===== config.mk =====
export PLATFORM = sky130hd
export DESIGN_NAME = booth_divider_flat
export DESIGN_NICKNAME = d
export VERILOG_FILES = /design/src/rtl/div_pkg.sv /design/src/rtl/booth_divider_if.sv /design/src/rtl/div_datapath.sv /design/src/rtl/booth_divider.sv /design/src/flat_wrapper.sv
export SDC_FILE = /design/constraint.sdc
export NUM_CORES = 1
export LEC_CHECK = 0
export BUFFER_PORTS_ARGS = -buffer_cell sky130_fd_sc_hd__clkbuf_2
export CORE_UTILIZATION = 30
export CTS_CLUSTER_SIZE = 28
export DETAILED_ROUTE_END_ITERATION = 16
export GPL_ROUTABILITY_DRIVEN = 0
export PLACE_DENSITY = 0.45
export SYNTH_ARGS = -nofsm -noshare
export SYNTH_HDL_FRONTEND = slang
export SYNTH_SLANG_ARGS = --single-unit
export TNS_END_PERCENT = 10

===== constraint.sdc =====
create_clock -name clk -period 1.98 [get_ports clk]
set_input_delay 0.297 -clock clk [delete_from_list [all_inputs] [get_ports clk]]
set_output_delay 0.297 -clock clk [all_outputs]
set_load 0.02 [all_outputs]

===== src/rtl/div_pkg.sv =====
// Shared types and constants for the signed 10-by-5 sequential divider.
package div_pkg;
    localparam int W    = 5;
    localparam int DW   = 2 * W;
    localparam int ITER = DW;
    localparam int CW   = $clog2(ITER);

    typedef enum logic [3:0] {
        S_IDLE,
        S_LD_HI,
        S_LD_LO,
        S_LD_D,
        S_PREP,
        S_ITER,
        S_FIX,
        S_OUT_Q,
        S_OUT_R
    } div_state_t;

    // Two's-complement magnitude; the most negative value maps to its unsigned magnitude.
    function automatic logic [DW-1:0] mag(input logic [DW-1:0] v);
        return v[DW-1] ? (~v + 1'b1) : v;
    endfunction
endpackage


===== src/rtl/booth_divider_if.sv =====
// Narrow word-serial bus shared with the Booth multiplier: start, inbus in; outbus, done, ovf out.
interface booth_divider_if;
    logic                  start;
    logic [div_pkg::W-1:0] inbus;
    logic [div_pkg::W-1:0] outbus;
    logic                  done;
    logic                  ovf;

    modport master (output start, inbus, input outbus, done, ovf);
    modport slave  (input start, inbus, output outbus, done, ovf);
endinterface


===== src/rtl/div_datapath.sv =====
// Operand capture, magnitude conversion, restoring shift/subtract core and sign fix-up.
module div_datapath
    import div_pkg::*;
(
    input  logic         clk,
    input  logic         rst,
    input  logic [W-1:0] inbus,
    input  logic         ld_hi,
    input  logic         ld_lo,
    input  logic         ld_d,
    input  logic         prep,
    input  logic         step,
    input  logic         fix,
    input  logic         sel_q,
    input  logic         sel_r,
    output logic [W-1:0] outbus,
    output logic         ovf_flag
);
    logic [DW-1:0] dvd, a;
    logic [W-1:0]  dvs, b, r, q_r, rm_r;
    logic          qs, rs, dz, ovf_r;

    logic [W:0]    r_sh;
    logic          geq;
    logic [W-1:0]  diff, step_r;
    logic [W-1:0]  q_fix, r_fix;
    logic          ovf_n;

    // R < B <= 16 always holds after a step, so the partial remainder fits W bits;
    // the shifted value needs one extra bit only for the compare.
    always_comb begin
        r_sh   = {r, a[DW-1]};
        geq    = r_sh >= {1'b0, b};
        diff   = r_sh[W-1:0] - b;
        step_r = geq ? diff : r_sh[W-1:0];
        q_fix  = qs ? (~a[W-1:0] + 1'b1) : a[W-1:0];
        r_fix  = rs ? (~r + 1'b1) : r;
        ovf_n  = dz | (!qs && a > DW'(15)) | (qs && a > DW'(16));
    end

    always_ff @(posedge clk) begin
        if (rst) begin
            dvd   <= '0;
            dvs   <= '0;
            a     <= '0;
            b     <= '0;
            r     <= '0;
            qs    <= 1'b0;
            rs    <= 1'b0;
            dz    <= 1'b0;
            q_r   <= '0;
            rm_r  <= '0;
            ovf_r <= 1'b0;
        end else begin
            if (ld_hi) dvd[DW-1:W] <= inbus;
            if (ld_lo) dvd[W-1:0]  <= inbus;
            if (ld_d)  dvs         <= inbus;
            if (prep) begin
                a  <= mag(dvd);
                b  <= dvs[W-1] ? (~dvs + 1'b1) : dvs;
                r  <= '0;
                qs <= dvd[DW-1] ^ dvs[W-1];
                rs <= dvd[DW-1];
                dz <= (dvs == '0);
            end
            if (step) begin
                r <= step_r;
                a <= {a[DW-2:0], geq};
            end
            if (fix) begin
                ovf_r <= ovf_n;
                q_r   <= ovf_n ? '0 : q_fix;
                rm_r  <= ovf_n ? '0 : r_fix;
            end
        end
    end

    assign outbus   = sel_q ? q_r : (sel_r ? rm_r : '0);
    assign ovf_flag = ovf_r;
endmodule


===== src/rtl/booth_divider.sv =====
// Signed 10-by-5 divider top: sequencing FSM with registered datapath strobes.
module booth_divider
    import div_pkg::*;
(
    input  logic            clk,
    input  logic            rst,
    booth_divider_if.slave  bus
);
    div_state_t    state;
    logic [CW-1:0] cnt;
    logic          ld_hi, ld_lo, ld_d, prep, step, fix, sel_q, sel_r;
    logic          ovf_flag;

    // Each strobe is registered alongside the state it belongs to, so it is high
    // for exactly the cycle the FSM spends in that state.
    always_ff @(posedge clk) begin
        if (rst) begin
            state <= S_IDLE;
            cnt   <= '0;
            ld_hi <= 1'b0;
            ld_lo <= 1'b0;
            ld_d  <= 1'b0;
            prep  <= 1'b0;
            step  <= 1'b0;
            fix   <= 1'b0;
            sel_q <= 1'b0;
            sel_r <= 1'b0;
        end else begin
            ld_hi <= 1'b0;
            ld_lo <= 1'b0;
            ld_d  <= 1'b0;
            prep  <= 1'b0;
            step  <= 1'b0;
            fix   <= 1'b0;
            sel_q <= 1'b0;
            sel_r <= 1'b0;
            case (state)
                S_IDLE: if (bus.start) begin
                    state <= S_LD_HI;
                    ld_hi <= 1'b1;
                end
                S_LD_HI: begin state <= S_LD_LO; ld_lo <= 1'b1; end
                S_LD_LO: begin state <= S_LD_D;  ld_d  <= 1'b1; end
                S_LD_D:  begin state <= S_PREP;  prep  <= 1'b1; end
                S_PREP: begin
                    state <= S_ITER;
                    step  <= 1'b1;
                    cnt   <= CW'(ITER - 1);
                end
                S_ITER: begin
                    if (cnt == '0) begin
                        state <= S_FIX;
                        fix   <= 1'b1;
                    end else begin
                        step <= 1'b1;
                        cnt  <= cnt - 1'b1;
                    end
                end
                S_FIX:   begin state <= S_OUT_Q; sel_q <= 1'b1; end
                S_OUT_Q: begin state <= S_OUT_R; sel_r <= 1'b1; end
                S_OUT_R: state <= S_IDLE;
                default: state <= S_IDLE;
            endcase
        end
    end

    div_datapath u_dp (
        .clk      (clk),
        .rst      (rst),
        .inbus    (bus.inbus),
        .ld_hi    (ld_hi),
        .ld_lo    (ld_lo),
        .ld_d     (ld_d),
        .prep     (prep),
        .step     (step),
        .fix      (fix),
        .sel_q    (sel_q),
        .sel_r    (sel_r),
        .outbus   (bus.outbus),
        .ovf_flag (ovf_flag)
    );

    assign bus.done = sel_q;
    assign bus.ovf  = (sel_q | sel_r) & ovf_flag;
endmodule

===== src/flat_wrapper.sv =====
// flat-port wrapper written by rule: the top's interface ports become plain ports
module booth_divider_flat import div_pkg::*;
  (clk, rst, bus_start, bus_inbus, bus_outbus, bus_done, bus_ovf);
  booth_divider_if bus_i ();
  input  logic clk;
  input  logic rst;
  input wire logic [$bits(bus_i.start)-1:0] bus_start;
  input wire logic [$bits(bus_i.inbus)-1:0] bus_inbus;
  output wire logic [$bits(bus_i.outbus)-1:0] bus_outbus;
  output wire logic [$bits(bus_i.done)-1:0] bus_done;
  output wire logic [$bits(bus_i.ovf)-1:0] bus_ovf;
  assign bus_i.start = bus_start;
  assign bus_i.inbus = bus_inbus;
  assign bus_outbus = bus_i.outbus;
  assign bus_done = bus_i.done;
  assign bus_ovf = bus_i.ovf;
  booth_divider u_core (.clk(clk), .rst(rst), .bus(bus_i));
endmodule

==> flow_summary_export.csv <==
group,metric,value,unit
outcome,status,"finished, final reports clean",
synth,synth_simple_gate_area_share,22.94,%
global_routing,grt_pass1_wl,12660,um
timing,worst_slew_pin_slew,533.1,ps
worst_setup_path,critPathRequiredTime,2220,ps
global_routing,grt_antenna_before_repair,0,
clock_network,insertion_delay,340,ps
layout,drive_above_1_share,14.46,%
synth,synth-compound-area-share,16.35,%
floorplanning,initial_core_util,31.14,%
layout,postLayoutCoreUtil,35.90,%
worst_setup_path,crit_fanout,6,
clock_network,cts-root-buf,"clkbuf_8",
placement,port_buffers,14,
routing,wl,7414,um
synth,ys_types,60,
layout,fin_nets,415,
timing,worst_slack,86.26,ps
job,maxCapViolations,0,
layout,multi_input_area,1778,um^2
timing,finalHoldViolations,0,
synth,synthMuxAreaShare,6.509,%
layout,mostFrequentLayoutCells,"65 x dfxtp_1, 47 x nor2_1, 36 x nand2_1",
layout,n_antenna_cell,0,
floorplanning,io_pins,15,
routing,dr.pass1.iters,5,
synth,ys_ff_latch,65,
global_routing,grt_max_degree,47,
timing,fin_crit_sh,95.64,%
clock_network,cts.sinks,65,
clock_network,cts_tree,"built",
layout,register_area,1301,um^2
timing,maxSlewViolCount,0,
clock_network,cts.clk_slew.worst_paths,80,ps
timing,holdWs,206.5,ps
power_and_ir_drop,power_density,736.1,nW/um^2
synth,synth_edf_count,0,
synth,synth_area_leaders,"dfxtp_1 40%, mux2i_1 6.5%, nor2_1 5.5%",
synth,synth_top_cell_by_area,"dfxtp_1",
synth,synth_cells,378,
routing,remaining_drc_errors,0,
global_routing,grt_overflow_total,0,
floorplanning,fp.dieArea,11180,um^2
worst_setup_path,worst-setup-path-type,"reg -> reg",
timing,finClkSkew,10.60,ps
worst_setup_path,start_kind,"flip-flop",
worst_setup_path,arrival,2130,ps
timing,min_period,1894,ps
synth,synth-xor-area-share,3.797,%
timing,relSlewSlack,64.17,%
global_routing,track_usage,14.31,%
timing,setup_viol,0,
placement,place_inst,519,
synth,netlist.area_leader.share,40.29,%
routing,drtAntennaViolNets,0,
synth,synthAdderAreaFrac,4.494,%
timing,rsz0062_at_grt,"no",
power_and_ir_drop,p_total,2.740,mW
power_and_ir_drop,leakagePower,1.310,nW
floorplanning,die_w,105.8,um
worst_setup_path,crit_chain,"inv_2 -> ha_2 -> inv_1 -> fa_2 -> a21oi_4 -> o21ai_4 -> or3_1 -> a32o_1",
min_path,worstHoldPathType,"in -> reg",
clock_network,clock_path_buffers,2,
placement,post-place-ws,-52.19,ps
layout,fin_cells,537,
synth,netlist_area,3229,um^2
power_and_ir_drop,peakVddDrop,0.3132,mV
synth,syn_area_per_cell,8.543,um^2
worst_setup_path,worst_path_max_delay_cell,"fa_2",
floorplanning,fp.dieH,105.8,um
timing,fmax,528.1,MHz
routing,dr.first_iter.drc_count,113,
synth,syn_nets,397,
layout,nFillCells,1110,
synth,ys_warn_count,0,
worst_setup_path,critical_path.endpoint_type,"flip-flop",
clock_network,cts_max_level,3,
global_routing,grt_pass1_vias,2530,
worst_setup_path,slowest_delay,380,ps
layout,area_delta_synth_final,15.27,%
floorplanning,placementRows,37,
placement,hpwl,5350,um
routing,via_count,2648,
routing,wl_per_cell,13.81,um
floorplanning,coreArea,10370,um^2
layout,layout_commonest_cell,"dfxtp_1",
synth,ys_seq_area_share,40.29,%
synth,synth_top_family_by_area,"simple AND/OR/NAND/NOR gates",
synth,synth_ff_type,"dfxtp_1",
clock_network,numCtsBuffers,9,
routing,via_per_inst,4.931,
synth,synthArstFlopShare,0,%
[state kept, by name (all words and copies together), names as in the netlist]
name                  cells
u_core.u_dp.dz            1
u_core.u_dp.a            10
u_core.u_dp.rm_r          5
u_core.state              4
u_core.prep               1
u_core.u_dp.dvs           5
u_core.fix                1
u_core.u_dp.ovf_flag      1
u_core.u_dp.r             5
u_core.ld_lo              1
u_core.step               1
u_core.u_dp.dvd          10
u_core.u_dp.qs            1
u_core.u_dp.q_r           5
u_core.sel_r              1
u_core.u_dp.rs            1
u_core.ld_d               1
u_core.u_dp.b             5
u_core.ld_hi              1
u_core.bus.done           1
u_core.cnt                4
[worst max-delay path: cells and delay by family, from the launching register on]
kind	cells	cell delay [ps]
adders and majority gates	2	550
AOI/OAI and AO/OA	3	500
DFF	1	320
and+or+nand+nor	1	310
buffers and inverters	2	120
[logic make-up (layout without fill, tap and decap cells)]
| logic type | Yosys count | in the layout |
|---|---|---|
| AOI/OAI and AO/OA | 77 | 77 |
| adders and majority gates | 11 | 11 |
| buffers and inverters | 44 | 67 |
| DFF | 65 | 65 |
| muxes | 21 | 21 |
| xor gates and xnor gates | 14 | 14 |
| and+or+nand+nor | 146 | 146 |
[cells in the mapped netlist, types with 2 or more instances]
library cell,number
dfxtp_1,65
a22oi_1,11
inv_2,2
a21oi_1,15
a31o_1,2
a211oi_1,8
a32o_1,2
nor3_1,13
mux2i_1,21
buf_2,4
or3b_1,3
a211o_1,2
nor2_1,47
o31ai_1,5
nor3b_1,3
o22ai_1,2
xnor2_1,10
nor2b_1,5
ha_1,10
clkbuf_1,15
or4_1,2
nand4_1,3
xor2_1,4
nand3_1,4
o21ai_1,4
nor4_1,5
nand3b_1,2
nand2_1,36
or3_1,5
inv_1,19
and3b_1,3
o21ai_0,13
nand2b_1,6
[worst paths after layout]
check | startpoint | endpoint | slack, ps | cells past startpoint
worst max-delay path | u_core.u_dp.a[9] | u_core.u_dp.r[0] | 90 | 8
worst min register to register | u_core.u_dp.rm_r[4] | u_core.u_dp.rm_r[4] | 470 | 2
worst max register to register | u_core.u_dp.a[9] | u_core.u_dp.r[0] | 90 | 8
worst min-delay path | bus_start | u_core.ld_hi | 210 | 3
[where the power goes]
part	internal (mW)	leakage, nW	switching [mW]	total, mW
clock network	0.581	0.103	0.542	1.12
registers	1.34	0.525	0.0568	1.40
logic	0.101	0.682	0.120	0.221
total	2.02	1.31	0.719	2.74
[timing repair]
item | in CTS | in global routing
hold buffers | 0 | 0
pin swaps | 2 | 2
setup buffers | 1 | 1
gates resized for setup | 1 | 5
endpoints found under the setup margin | 4 | 4
[cell type report]
cell class	count	share of cell area, %
flip-flops and latches	65	34.96
multi-input cells	269	47.76
clock inverters	7	1.916
repair buffers	29	5.244
inverters	22	2.218
well taps	136	4.571
clock buffers	9	3.328
[routing by layer]
metal	GRT usage, %	wire, um	share of wire [%]	vias up
met4	5.655	98	1.3	0
met5	0	0	0	-
met3	2.412	238	3.2	8
met1	20.18	3925	53	1219
met2	21.57	3152	43	51
li1	-	-	-	1370
[stage by stage]
step / instance area (um^2) / TNS [ps]
final: 3722 / 0
after global routing: 3722 / 0
after global placement: 3488 / 0
after detailed placement: 3488 / -136.8
after CTS: 3694 / 0
after floorplan: 3237 / 0
Power figures use the tool's default switching activity.
